`config.mk`:
```
export PLATFORM = sky130hd
export DESIGN_NAME = relogio_core_param
export DESIGN_NICKNAME = d
export VERILOG_FILES = /design/src/rtl/relogio_pkg.sv /design/src/rtl/relogio_core_param_prescaler.sv /design/src/rtl/relogio_core_param.sv
export SDC_FILE = /design/constraint.sdc
export NUM_CORES = 1
export LEC_CHECK = 0
export ABC_AREA = 1
export CAP_MARGIN = 5
export CORE_MARGIN = 2
export CORE_UTILIZATION = 40
export DETAILED_ROUTE_END_ITERATION = 16
export SLEW_MARGIN = 20
export SYNTH_ARGS = -nofsm -noshare
export SYNTH_HDL_FRONTEND = slang
export SYNTH_HIERARCHICAL = 1
export SYNTH_SLANG_ARGS = --single-unit
```
`constraint.sdc`:
```
create_clock -name clk_100MHz -period 2.5 [get_ports clk_100MHz]
set_input_delay 0.25 -clock clk_100MHz [delete_from_list [all_inputs] [get_ports clk_100MHz]]
set_output_delay 0.25 -clock clk_100MHz [all_outputs]
set_load 0.005 [all_outputs]
```
`src/rtl/relogio_pkg.sv`:
```
// Shared types, field limits and arithmetic helpers for the relogio timekeeping core.
package relogio_pkg;

    typedef enum logic [2:0] {
        MODE_RUN    = 3'd0,
        MODE_SET_H  = 3'd1,
        MODE_SET_M  = 3'd2,
        MODE_SET_S  = 3'd3,
        MODE_SET_AH = 3'd4,
        MODE_SET_AM = 3'd5
    } mode_e;

    localparam logic [5:0] MAX_SEC  = 6'd59;
    localparam logic [5:0] MAX_MIN  = 6'd59;
    localparam logic [5:0] MAX_HOUR = 6'd23;
    localparam logic [5:0] NOON     = 6'd12;

    function automatic logic [5:0] wrap_inc(input logic [5:0] val, input logic [5:0] max);
        return (val >= max) ? 6'd0 : val + 6'd1;
    endfunction

    function automatic logic [5:0] wrap_dec(input logic [5:0] val, input logic [5:0] max);
        return (val == 6'd0) ? max : val - 6'd1;
    endfunction

    function automatic logic [5:0] to_12h(input logic [5:0] hour);
        if (hour == 6'd0)
            return NOON;
        else if (hour > NOON)
            return hour - NOON;
        else
            return hour;
    endfunction

endpackage

```
`src/rtl/relogio_core_param_prescaler.sv`:
```
// 1 Hz tick and half-second blink generator; while held the main count sits at 0
// and a separate half-period counter keeps the blink running.
module relogio_prescaler #(
    parameter int CLK_HZ = 100_000_000
) (
    input  logic clk_100MHz,
    input  logic rstn,
    input  logic hold,
    output logic tick,
    output logic blink
);
    localparam int CNT_W = (CLK_HZ > 2) ? $clog2(CLK_HZ) : 1;
    localparam logic [CNT_W-1:0] LAST = CNT_W'(CLK_HZ - 1);
    localparam logic [CNT_W-1:0] HALF = CNT_W'(CLK_HZ / 2 - 1);
    localparam logic [CNT_W-1:0] ONE  = CNT_W'(1);

    logic [CNT_W-1:0] cnt_q, cnt_d;
    logic [CNT_W-1:0] hcnt_q, hcnt_d;
    logic             blink_q, blink_d;

    always_comb begin
        cnt_d   = cnt_q;
        hcnt_d  = hcnt_q;
        blink_d = blink_q;
        if (hold) begin
            cnt_d = '0;
            if (hcnt_q == HALF) begin
                hcnt_d  = '0;
                blink_d = ~blink_q;
            end else begin
                hcnt_d = hcnt_q + ONE;
            end
        end else begin
            hcnt_d = '0;
            cnt_d  = (cnt_q == LAST) ? '0 : cnt_q + ONE;
            if (cnt_q == HALF || cnt_q == LAST)
                blink_d = ~blink_q;
        end
    end

    always_ff @(posedge clk_100MHz or negedge rstn) begin
        if (!rstn) begin
            cnt_q   <= '0;
            hcnt_q  <= '0;
            blink_q <= 1'b0;
        end else begin
            cnt_q   <= cnt_d;
            hcnt_q  <= hcnt_d;
            blink_q <= blink_d;
        end
    end

    assign tick  = ~hold & (cnt_q == LAST);
    assign blink = blink_q;

endmodule

```
`src/rtl/relogio_core_param.sv`:
```
// hh:mm:ss timekeeping core with adjust-mode FSM, 12h/24h display and blink.
// Define RELOGIO_ALARM_EN to build the alarm registers, SET_AH/SET_AM and alarm_ring.
module relogio_core_param
    import relogio_pkg::*;
#(
    parameter int CLK_HZ    = 100_000_000,
    parameter int RING_SECS = 30
) (
    input  logic       clk_100MHz,
    input  logic       rstn,
    input  logic       btn_mode,
    input  logic       btn_inc,
    input  logic       btn_dec,
    input  logic       fmt_12h,
    input  logic       alarm_on,
    output logic [5:0] segundos,
    output logic [5:0] minutos,
    output logic [5:0] horas,
    output logic       pm,
    output logic [2:0] modo_ajuste,
    output logic       blink,
    output logic       alarm_ring
);
`ifdef RELOGIO_ALARM_EN
    localparam mode_e LAST_MODE = MODE_SET_AM;
    localparam int    RC_W      = $clog2(RING_SECS + 1);
    localparam logic [RC_W-1:0] RING_LAST = RC_W'(RING_SECS - 1);
`else
    localparam mode_e LAST_MODE = MODE_SET_S;
`endif

    mode_e      mode_q, mode_d;
    logic [5:0] sec_q, sec_d, min_q, min_d, hour_q, hour_d;
    logic       tick, blink_raw, hold, consumed;
    logic [5:0] min_show, hour_show;
    logic [5:0] seg_out_q, min_out_q, hour_out_q;
    logic [2:0] mode_out_q;
    logic       pm_out_q, blink_out_q;

    assign hold = (mode_q != MODE_RUN);

    relogio_prescaler #(.CLK_HZ(CLK_HZ)) u_prescaler (
        .clk_100MHz (clk_100MHz),
        .rstn       (rstn),
        .hold       (hold),
        .tick       (tick),
        .blink      (blink_raw)
    );

`ifdef RELOGIO_ALARM_EN
    logic [5:0]      al_h_q, al_h_d, al_m_q, al_m_d;
    logic            ring_q, ring_d, ring_out_q;
    logic [RC_W-1:0] ring_cnt_q, ring_cnt_d;
`endif

    always_comb begin
        mode_d   = mode_q;
        sec_d    = sec_q;
        min_d    = min_q;
        hour_d   = hour_q;
        consumed = 1'b0;
`ifdef RELOGIO_ALARM_EN
        al_h_d     = al_h_q;
        al_m_d     = al_m_q;
        ring_d     = ring_q;
        ring_cnt_d = ring_cnt_q;
        // Any pulse that arrives while ringing only silences the alarm.
        consumed   = ring_q & (btn_mode | btn_inc | btn_dec);
`endif
        if (tick) begin
            sec_d = wrap_inc(sec_q, MAX_SEC);
            if (sec_q == MAX_SEC) begin
                min_d = wrap_inc(min_q, MAX_MIN);
                if (min_q == MAX_MIN)
                    hour_d = wrap_inc(hour_q, MAX_HOUR);
            end
        end
        if (!consumed) begin
            if (btn_mode) begin
                mode_d = (mode_q == LAST_MODE) ? MODE_RUN : mode_e'(mode_q + 3'd1);
            end else if (btn_inc ^ btn_dec) begin
                case (mode_q)
                    MODE_SET_H:  hour_d = btn_inc ? wrap_inc(hour_q, MAX_HOUR) : wrap_dec(hour_q, MAX_HOUR);
                    MODE_SET_M:  min_d  = btn_inc ? wrap_inc(min_q, MAX_MIN)   : wrap_dec(min_q, MAX_MIN);
                    MODE_SET_S:  sec_d  = btn_inc ? wrap_inc(sec_q, MAX_SEC)   : wrap_dec(sec_q, MAX_SEC);
`ifdef RELOGIO_ALARM_EN
                    MODE_SET_AH: al_h_d = btn_inc ? wrap_inc(al_h_q, MAX_HOUR) : wrap_dec(al_h_q, MAX_HOUR);
                    MODE_SET_AM: al_m_d = btn_inc ? wrap_inc(al_m_q, MAX_MIN)  : wrap_dec(al_m_q, MAX_MIN);
`endif
                    default: ;
                endcase
            end
        end
`ifdef RELOGIO_ALARM_EN
        if (ring_q) begin
            if (!alarm_on || consumed) begin
                ring_d = 1'b0;
            end else if (tick) begin
                if (ring_cnt_q == RING_LAST)
                    ring_d = 1'b0;
                else
                    ring_cnt_d = ring_cnt_q + RC_W'(1);
            end
        end else if (tick && alarm_on && sec_d == 6'd0 && min_d == al_m_q && hour_d == al_h_q) begin
            ring_d     = 1'b1;
            ring_cnt_d = '0;
        end
`endif
    end

`ifdef RELOGIO_ALARM_EN
    assign min_show  = (mode_q == MODE_SET_AM) ? al_m_q : min_q;
    assign hour_show = (mode_q == MODE_SET_AH) ? al_h_q : hour_q;

    always_ff @(posedge clk_100MHz or negedge rstn) begin
        if (!rstn) begin
            al_h_q     <= '0;
            al_m_q     <= '0;
            ring_q     <= 1'b0;
            ring_cnt_q <= '0;
            ring_out_q <= 1'b0;
        end else begin
            al_h_q     <= al_h_d;
            al_m_q     <= al_m_d;
            ring_q     <= ring_d;
            ring_cnt_q <= ring_cnt_d;
            ring_out_q <= ring_q;
        end
    end

    assign alarm_ring = ring_out_q;
`else
    logic unused_cfg;
    assign unused_cfg = alarm_on & (RING_SECS > 0);
    assign min_show   = min_q;
    assign hour_show  = hour_q;
    assign alarm_ring = 1'b0;
`endif

    always_ff @(posedge clk_100MHz or negedge rstn) begin
        if (!rstn) begin
            mode_q      <= MODE_RUN;
            sec_q       <= '0;
            min_q       <= '0;
            hour_q      <= '0;
            seg_out_q   <= '0;
            min_out_q   <= '0;
            hour_out_q  <= '0;
            pm_out_q    <= 1'b0;
            mode_out_q  <= '0;
            blink_out_q <= 1'b0;
        end else begin
            mode_q      <= mode_d;
            sec_q       <= sec_d;
            min_q       <= min_d;
            hour_q      <= hour_d;
            seg_out_q   <= sec_q;
            min_out_q   <= min_show;
            hour_out_q  <= fmt_12h ? to_12h(hour_show) : hour_show;
            pm_out_q    <= (hour_q >= NOON);
            mode_out_q  <= mode_q;
            blink_out_q <= hold & blink_raw;
        end
    end

    assign segundos    = seg_out_q;
    assign minutos     = min_out_q;
    assign horas       = hour_out_q;
    assign pm          = pm_out_q;
    assign modo_ajuste = mode_out_q;
    assign blink       = blink_out_q;

endmodule

```
* Word level (Yosys, flattened, before mapping)
Index checks and enable logic that the tools add are counted. Widths: inputs -> output; s select.
Word-level totals: register bits 99, input bits 7
Cells by class: bitwise gates (word level) 5, equal/unequal tests 9, multiplexer cells 35, reductions and logical operators 7, magnitude comparators 5, $add $sub $neg 10
Operators with widths (count):
- $mux 6 | 27
- $mux 27 | 4
- $add 27x1->27 const B | 2
- $eq 27x26->1 const B | 2
- $eq 27x27->1 const B | 1
- $add 6x1->6 const B | 3
- $logic_not 6->1 | 3
- $sub 6x1->6 const B | 3
- $eq 6x6->1 const B | 2
- $ge 6x6->1 const B | 2
- $eq 3x2->1 const B | 2
- $ge 6x4->1 const B | 1
- $ge 6x5->1 const B | 1
- $gt 6x4->1 const B | 1
- $sub 6x4->6 const B | 1
- $add 3x1->3 const B | 1
- $eq 3x1->1 const B | 1
- $mux 1 | 3
- $mux 3 | 1
- $reduce_bool 3->1 | 1
- $and 1x1->1 | 2
- $ne 2x1->1 const B | 1
- $not 1->1 | 2
- $reduce_and 2->1 | 1
- other kinds (3) | 3

* Depth between registers and ports, before layout
Gate-level depths: netlist of the first run.
word-level depth 8, gate-level depth with buffers 18, depth with buffers taken out 18

* Hierarchy
Netlist of the first run, hierarchy kept.
By module, submodules not included:
- relogio_prescaler | instances 1, seq. area each 1376.3 um^2, area an instance 3271.9 um^2, cells an instance 445
- relogio_core_param | instances 1, seq. area each 1101.1 um^2, area an instance 2876.5 um^2, cells an instance 383

* Worst setup path after synthesis of the first run
OpenSTA, ideal clock, no wires.
path kind flip-flop to flip-flop, from reg u_prescaler.cnt_q[0], to reg hour_q[0], buffers on the path 0, arrival 1.936 ns, required time 2.381 ns, setup slack 0.446 ns, clock period less this slack 2.054 ns, library setup time 0.119 ns, stages on the path, launching flop included 16, cells stage by stage dfrtp_1 > ha_1 > nand3_1 > nor3_4 > nand3_1 > nor2_2 > inv_2 > nor2_1 > nand2_1 > inv_2 > nand2_1 > nor2_4 > nand2_4 > nand2_1 > nand2_1 > o21a_1
Between the ends: cells in the longest elaborated chain, start to end 6
Ends and longest elaborated chain:
- from (decl) | RTL line relogio_core_param_prescaler.sv:17 | logic [CNT_W-1:0] cnt_q, cnt_d;
- from (signal assigned) | RTL line relogio_core_param_prescaler.sv:47 | cnt_q <= cnt_d;
- $eq 27x27->1 * | RTL line relogio_core_param_prescaler.sv:53 | assign tick = ~hold & (cnt_q == LAST);
- $and 1x1->1 * | RTL line relogio_core_param_prescaler.sv:53
- net tick | RTL line relogio_core_param.sv:34 | logic tick, blink_raw, hold, consumed;
- $mux 6 * | RTL line relogio_core_param.sv:70 | if (tick) begin
- $mux 6 | RTL line relogio_core_param.sv:82 | case (mode_q)
- $mux 6 | RTL line relogio_core_param.sv:81 | end else if (btn_inc ^ btn_dec) begin
- $mux 6 * | RTL line relogio_core_param.sv:79 | if (btn_mode) begin
- net hour_d[0] | RTL line relogio_core_param.sv:33 | logic [5:0] sec_q, sec_d, min_q, min_d, hour_q, hour_d;
- to (signal assigned) | RTL line relogio_core_param.sv:156 | hour_q <= hour_d;
- to (decl) | RTL line relogio_core_param.sv:33
The timed path passes the listed nets; every way through them passes the cells marked *. A chain may end at the register's enable or synchronous reset.

* Final worst setup path of the first run
from reg u_prescaler.cnt_q[0], to reg min_q[0]
Between the ends: cells in the longest elaborated chain, start to end 6
Ends and longest elaborated chain:
- $eq 27x27->1 * | RTL line relogio_core_param_prescaler.sv:53
- $and 1x1->1 * | RTL line relogio_core_param_prescaler.sv:53
- net tick | RTL line relogio_core_param.sv:34
- $mux 6 * | RTL line relogio_core_param.sv:70
- $mux 6 | RTL line relogio_core_param.sv:82
- $mux 6 | RTL line relogio_core_param.sv:81
- $mux 6 * | RTL line relogio_core_param.sv:79
- net min_d[0] | RTL line relogio_core_param.sv:33
- to (signal assigned) | RTL line relogio_core_param.sv:155 | min_q <= min_d;
- to (decl) | RTL line relogio_core_param.sv:33
Marks and branches as above.

==> results of run 1 <==
worst max-delay path, stage by stage (launching register included):
cell and delay [ps]:
dfrtp_1 370, ha_1 200, nand3_1 170, nor3_4 170, nand3_1 100, nor2_2 120, inv_2 60, nor2_2 120
nand2_1 80, inv_2 60, nand2_1 80, nor2_4 180, buf_4 150, buf_4 100, nand2_1 40, o211ai_1 80
nand2_1 70, inv_1 50
cell type report:
class | count | area, um^2 | area share, %
inverters | 116 | 440.4 | 6.303
flip-flops and latches | 99 | 2477 | 35.45
clock buffers | 11 | 252.7 | 3.617
repair buffers | 42 | 397.9 | 5.694
multi-input cells | 599 | 3134 | 44.85
clock inverters | 4 | 50.05 | 0.7162
well taps | 188 | 235.2 | 3.366
logic make-up after synthesis:
group,synth area share (%)
AOI/OAI and AO/OA,6.309
buffers and inverters,8.771
xor gates and xnor gates,3.704
and+or+nand+nor,37.00
adders and majority gates,3.867
other,0.06099
DFF,40.29
routing by layer:
layer / vias to the layer above / track usage (%) / wire [um]
li1: 2709 / - / -
met1: 2318 / 23.58 / 6393
met2: 87 / 28.75 / 6244
met3: 11 / 3.923 / 446
met4: 0 / 5.301 / 174
met5: - / 0 / 0
worst max-delay path by stage:
stage	to	slack, ps	cells after the start
final	min_q[0]	250	17
after global routing	hour_q[4]	50	16
after CTS	hour_q[0]	180	15
after detailed placement	hour_q[0]	180	15
after global placement	hour_q[2]	240	16
after floorplan	hour_q[0]	450	15
timing repair:
item                                   in CTS  in global routing
buffers inserted                            0                  3
resized for setup                           0                  1
setup endpoints to repair                   0                  5
hold buffers                                1                  0
endpoints found under the hold margin      31                  0
registers in the layout (all words and copies together), names as in the netlist:
signal              count
modo_ajuste             3
minutos                 6
blink                   1
u_prescaler/cnt_q      27
sec_q                   6
hour_q                  6
u_prescaler/hcnt_q     27
pm                      1
min_q                   6
mode_q                  3
segundos                6
horas                   6
u_prescaler/blink       1
cells in the final DEF, fill, tap and decap left out, types with 2 or more instances in the layout:
cell	instances
dfrtp_1	99
nand2_1	177
clkinvlp_4	2
nor3b_1	5
nor2_4	8
xnor2_1	4
nand4_1	19
a31oi_1	2
nor3_1	24
o211ai_1	4
nor2_2	12
clkbuf_8	2
xor2_1	22
a21oi_1	32
clkbuf_16	9
nor3_2	9
o21ai_0	22
and2_1	2
buf_4	13
clkinv_2	3
ha_1	19
inv_2	7
nand3_1	78
nor2_1	126
nand3_2	3
clkdlybuf4s50_1	27
nand2_2	14
o21ai_1	4
nor3_4	4
inv_1	105
report_power, final:
part | switching (mW) | total (mW) | internal, mW
sequential | 0.417 | 2.37 | 1.96
combinational | 1.41 | 2.39 | 0.980
clock | 0.608 | 1.43 | 0.823
total | 2.43 | 6.19 | 3.76
metrics by stage:
| stage | setup slack [ps] | instances | hold slack (ps) |
|---|---|---|---|
| 2_1_floorplan | 445.7 | 828 | -45.59 |
| 3_3_place_gp | 242.7 | 1040 | 230.8 |
| 3_5_place_dp | 182.6 | 1040 | 237.7 |
| 4_1_cts | 181.2 | 1056 | 392.3 |
| 5_1_grt | 51.01 | 1059 | 424.4 |
| 6_report | 247.6 | 1059 | 389.0 |
==> run_results.csv, run 1 <==
group,metric,value,unit
status,status,"complete, no violations",
place,post_dp_cell_area,6650,um^2
sta,setup_viol,0,
worst_setup_path,start_kind,"flip-flop",
route,dr_total_vias,5125,
clock_tree,cts-root-buf,"clkbuf_16",
route,wl,13260,um
worst_setup_path,r2r-end,"min_q[0]",
logic_synthesis,synth_edf_count,0,
worst_setup_path,crit_path_start,"u_prescaler/cnt_q[0]",
place,portBuffers,28,
route,dr.pass1.iters,5,
global_routing,grt_pass1_wl,23290,um
sta,fin_tns_setup,0,ps
floorplanning,initial_utilization,40.75,%
power_and_ir_drop,vdd_drop_max,0.4890,mV
worst_setup_path,worstPathRequired,2800,ps
finish,final_nets,893,
logic_synthesis,async_flop_share,100.0,%
finish,utilization,46.31,%
worst_setup_path,worstPathArrival,2550,ps
worst_setup_path,timing.rr.start,"u_prescaler/cnt_q[0]",
floorplanning,num_io_pins,31,
finish,areaGrowthSynthToFinish,13.65,%
sta,tightest_slew,532.9,ps
logic_synthesis,synth_area_leader_cell,"dfrtp_1",
logic_synthesis,ys_seq_elements,99,
clock_tree,clkLatencyLatePin,350,ps
sta,grt_setup_unrepaired,"no",
logic_synthesis,synth.most_common_cell,"nand2_1",
worst_setup_path,rr_worst_depth,17,
power_and_ir_drop,p_leak,3.191,nW
finish,num_antenna_cells,0,
logic_synthesis,yosysWarnings,6,
logic_synthesis,avgSynthCellArea,7.426,um^2
global_routing,first_global_vias,5015,
worst_setup_path,worstSetupEndpointType,"flip-flop",
clock_tree,clockBufferDepth,2,
sta,period_share,90.09,%
worst_setup_path,worstPathMaxFanout,4,
logic_synthesis,yosys.area.top_type_share,40.29,%
flow_run,drv_cap,0,
global_routing,grt_use_total,17.63,%
route,via_per_inst,4.839,
logic_synthesis,yosys-top-cells-area,"dfrtp_1 40%, nand2_1 11%, nor2_1 7.8%",
logic_synthesis,synth_ff_type,"dfrtp_1",
sta,final_max_slew_viol_count,0,
route,initialDrtViolationCount,322,
floorplanning,dieArea,16380,um^2
worst_setup_path,setup.worst_path.class,"reg2reg",
power_and_ir_drop,p_per_area,886.1,nW/um^2
place,gp_congestion,0.8235,
clock_tree,cts.sinks,99,
finish,postLayoutCellArea,6988,um^2
route,wl_per_cell,12.52,um
clock_tree,clk_pin_slew,70,ps
logic_synthesis,yosysSeqAreaShare,40.29,%
sta,clock_skew,8.176,ps
clock_tree,cts_buffers,9,
route,drc_errors,0,
power_and_ir_drop,design_power_total,6.192,mW
floorplanning,die_h,128.0,um
finish,drive_gt1_share,10.68,%
sta,fmax,444.0,MHz
logic_synthesis,syn_inst,828,
worst_setup_path,rrSetupSlack,250,ps
finish,fillers,1544,
sta,final.min_clock_period,2252,ps
clock_tree,htree_levels,3,
place,hpwl,9629,um
route,antenna_left,0,
sta,relSlewSlack,64.34,%
floorplanning,core_area,15090,um^2
clock_tree,cts_tree,"yes",
floorplanning,fp.dieW,128.0,um
global_routing,grt_max_degree,42,
floorplanning,core.rowCount,45,
logic_synthesis,syn-num-nets,854,
worst_hold_path,worst_hold_path_type,"in2async",
global_routing,globalRouteOverflowTotal,0,
logic_synthesis,synth_common_cells,"177 x nand2_1, 127 x nor2_1, 105 x inv_1, 99 x dfrtp_1, 78 x nand3_1",
logic_synthesis,ys_types,40,
global_routing,antenna_found_initial,0,
sta,hold_viol,0,
logic_synthesis,netlist_area,6148,um^2
Power figures use the tool's default switching activity.
==> run 2: changes to the inputs <==
MAX_ROUTING_LAYER = met4   (was not set)
==> run 2 against run 1 <==
Sequential share of layout area is the same. Clock power is essentially flat. Critical path depth is the same. Worst setup slack lost 1.5 ps. Clock skew is essentially flat. Die area is the same. Highest routed layer unchanged. Register-to-register slack is essentially flat.
==> run_results.csv, run 2 (same netlist as run 1, synthesis figures left out) <==
group,metric,value,unit
status,status,"complete, no violations",
power_and_ir_drop,vdd_drop_max,0.4917,mV
worst_hold_path,worst_hold_path_type,"in2async",
sta,fmax,443.7,MHz
global_routing,globalRouteOverflowTotal,0,
sta,tightest_slew,529.0,ps
global_routing,grt_use_total,18.17,%
sta,setup_viol,0,
finish,largestRegisters,"u_prescaler/cnt_q: 27 flops, u_prescaler/hcnt_q: 27 flops",
place,hpwl,9629,um
clock_tree,clk_pin_slew,70,ps
route,dr_total_vias,5134,
power_and_ir_drop,p_leak,3.191,nW
worst_setup_path,worstPathMaxFanout,4,
flow_run,drv_cap,0,
global_routing,antenna_found_initial,0,
finish,areaGrowthSynthToFinish,13.65,%
floorplanning,fp.dieW,128.0,um
worst_setup_path,worstSetupEndpointType,"flip-flop",
worst_setup_path,timing.rr.start,"u_prescaler/cnt_q[0]",
sta,relSlewSlack,64.61,%
worst_setup_path,start_kind,"flip-flop",
finish,drive_gt1_share,10.68,%
worst_setup_path,worstPathArrival,2550,ps
worst_setup_path,rr_worst_depth,17,
sta,hold_viol,0,
sta,final_max_slew_viol_count,0,
global_routing,grt_pass1_wl,23320,um
global_routing,first_global_vias,5006,
worst_setup_path,setup.worst_path.class,"reg2reg",
worst_setup_path,path_cells,"ha_1 -> nand3_1 -> nor3_4 -> nand3_1 -> nor2_2 -> inv_2 -> nor2_2 -> nand2_1 -> inv_2 -> nand2_1 -> nor2_4 -> buf_4 -> buf_4 -> nand2_1 -> o211ai_1 -> nand2_1 -> inv_1",
route,dr.pass1.iters,5,
floorplanning,core.rowCount,45,
route,via_per_inst,4.848,
floorplanning,die_h,128.0,um
clock_tree,clkLatencyLatePin,350,ps
finish,final_nets,893,
floorplanning,dieArea,16380,um^2
clock_tree,htree_levels,3,
route,drc_errors,0,
sta,grt_setup_unrepaired,"no",
floorplanning,num_io_pins,31,
finish,num_antenna_cells,0,
worst_setup_path,r2r-end,"min_q[0]",
sta,setup_ws,246.2,ps
clock_tree,cts_tree,"yes",
sta,period_share,90.15,%
sta,final.min_clock_period,2254,ps
finish,final_common_cell,"nand2_1",
floorplanning,core_area,15090,um^2
route,wl_per_cell,12.54,um
sta,fin_tns_setup,0,ps
global_routing,grt_max_degree,42,
power_and_ir_drop,p_per_area,886.6,nW/um^2
worst_setup_path,worstPathRequired,2800,ps
place,portBuffers,28,
place,gp_congestion,0.8360,
floorplanning,initial_utilization,40.75,%
worst_setup_path,cp_common_cell,"nand2_1",
clock_tree,cts_buffers,9,
clock_tree,clockBufferDepth,2,
sta,holdWs,388.0,ps
route,wl,13280,um
clock_tree,cts-root-buf,"clkbuf_16",
route,antenna_left,0,
worst_setup_path,max_stage_delay,370,ps
place,pre_cts_slack,182.6,ps
worst_setup_path,crit_path_top_delay_cell,"dfrtp_1",
route,initialDrtViolationCount,312,
sta,clock_skew,8.201,ps
clock_tree,cts.sinks,99,
worst_setup_path,rrSetupSlack,250,ps
finish,final_cell_mix,"177 x nand2_1, 126 x nor2_1, 105 x inv_1",
## run 2: cell counts in the layout (fill, tap and decap cells not counted)
No cell type changed its count.
## run 2: per-stage QoR
stage / cells / total power, mW / utilization (%) / instance area [um^2]
2_1_floorplan: 828 / 3.999 / - / 6148
3_3_place_gp: 1040 / 4.799 / 44.07 / 6650
3_5_place_dp: 1040 / 4.803 / 44.07 / 6650
4_1_cts: 1056 / 6.285 / 46.14 / 6963
5_1_grt: 1059 / 6.698 / 46.31 / 6988
6_report: 1059 / 6.196 / 46.31 / 6988
## run 2: how the worst max path moves through the flow
stage	startpoint	endpoint	slack, ps
floorplan	u_prescaler/cnt_q[0]	hour_q[0]	450
global placement	u_prescaler/cnt_q[0]	hour_q[2]	240
detailed placement	u_prescaler/cnt_q[0]	hour_q[0]	180
CTS	u_prescaler/cnt_q[0]	hour_q[0]	180
global route	u_prescaler/cnt_q[0]	hour_q[4]	50
finish	u_prescaler/cnt_q[0]	min_q[0]	250
## run 2: layout make-up
cell class,count,area [um^2]
clock inverter,4,50.05
inverter,116,440.4
clock buffer,11,252.7
multi-input combinational,599,3134
tap,188,235.2
fill,1544,8102
timing repair buffer,42,397.9
sequential,99,2477
## run 2: worst max-delay path, delay by kind of cell (launching register included)
| kind | cells | cell delay (ps) |
|---|---|---|
| AND/OR/NAND/NOR | 10 | 1130 |
| buffers and inverters | 5 | 420 |
| flip-flops | 1 | 370 |
| adder cells (fa/ha/maj) | 1 | 200 |
| AO/OA/AOI/OAI | 1 | 80 |
## run 2: repair_timing
action,4_1_cts,5_1_grt
hold buffers,1,0
resized for setup,0,1
setup endpoints to repair,0,5
endpoints found under the hold margin,31,0
buffers inserted,0,3
## run 2: where the power goes
group / internal (mW) / leakage (nW) / switching (mW) / total [mW]
combinational: 0.980 / 1.79 / 1.41 / 2.39
sequential: 1.96 / 1.26 / 0.418 / 2.38
clock: 0.823 / 0.144 / 0.608 / 1.43
total: 3.76 / 3.19 / 2.43 / 6.20
## run 2: routing by layer
metal,GRT usage (%),share of wire [%],vias up
met3,3.923,3.2,12
met1,23.61,49,2334
li1,-,-,2709
met4,5.301,1.4,0
met5,-,0,-
met2,28.75,47,79
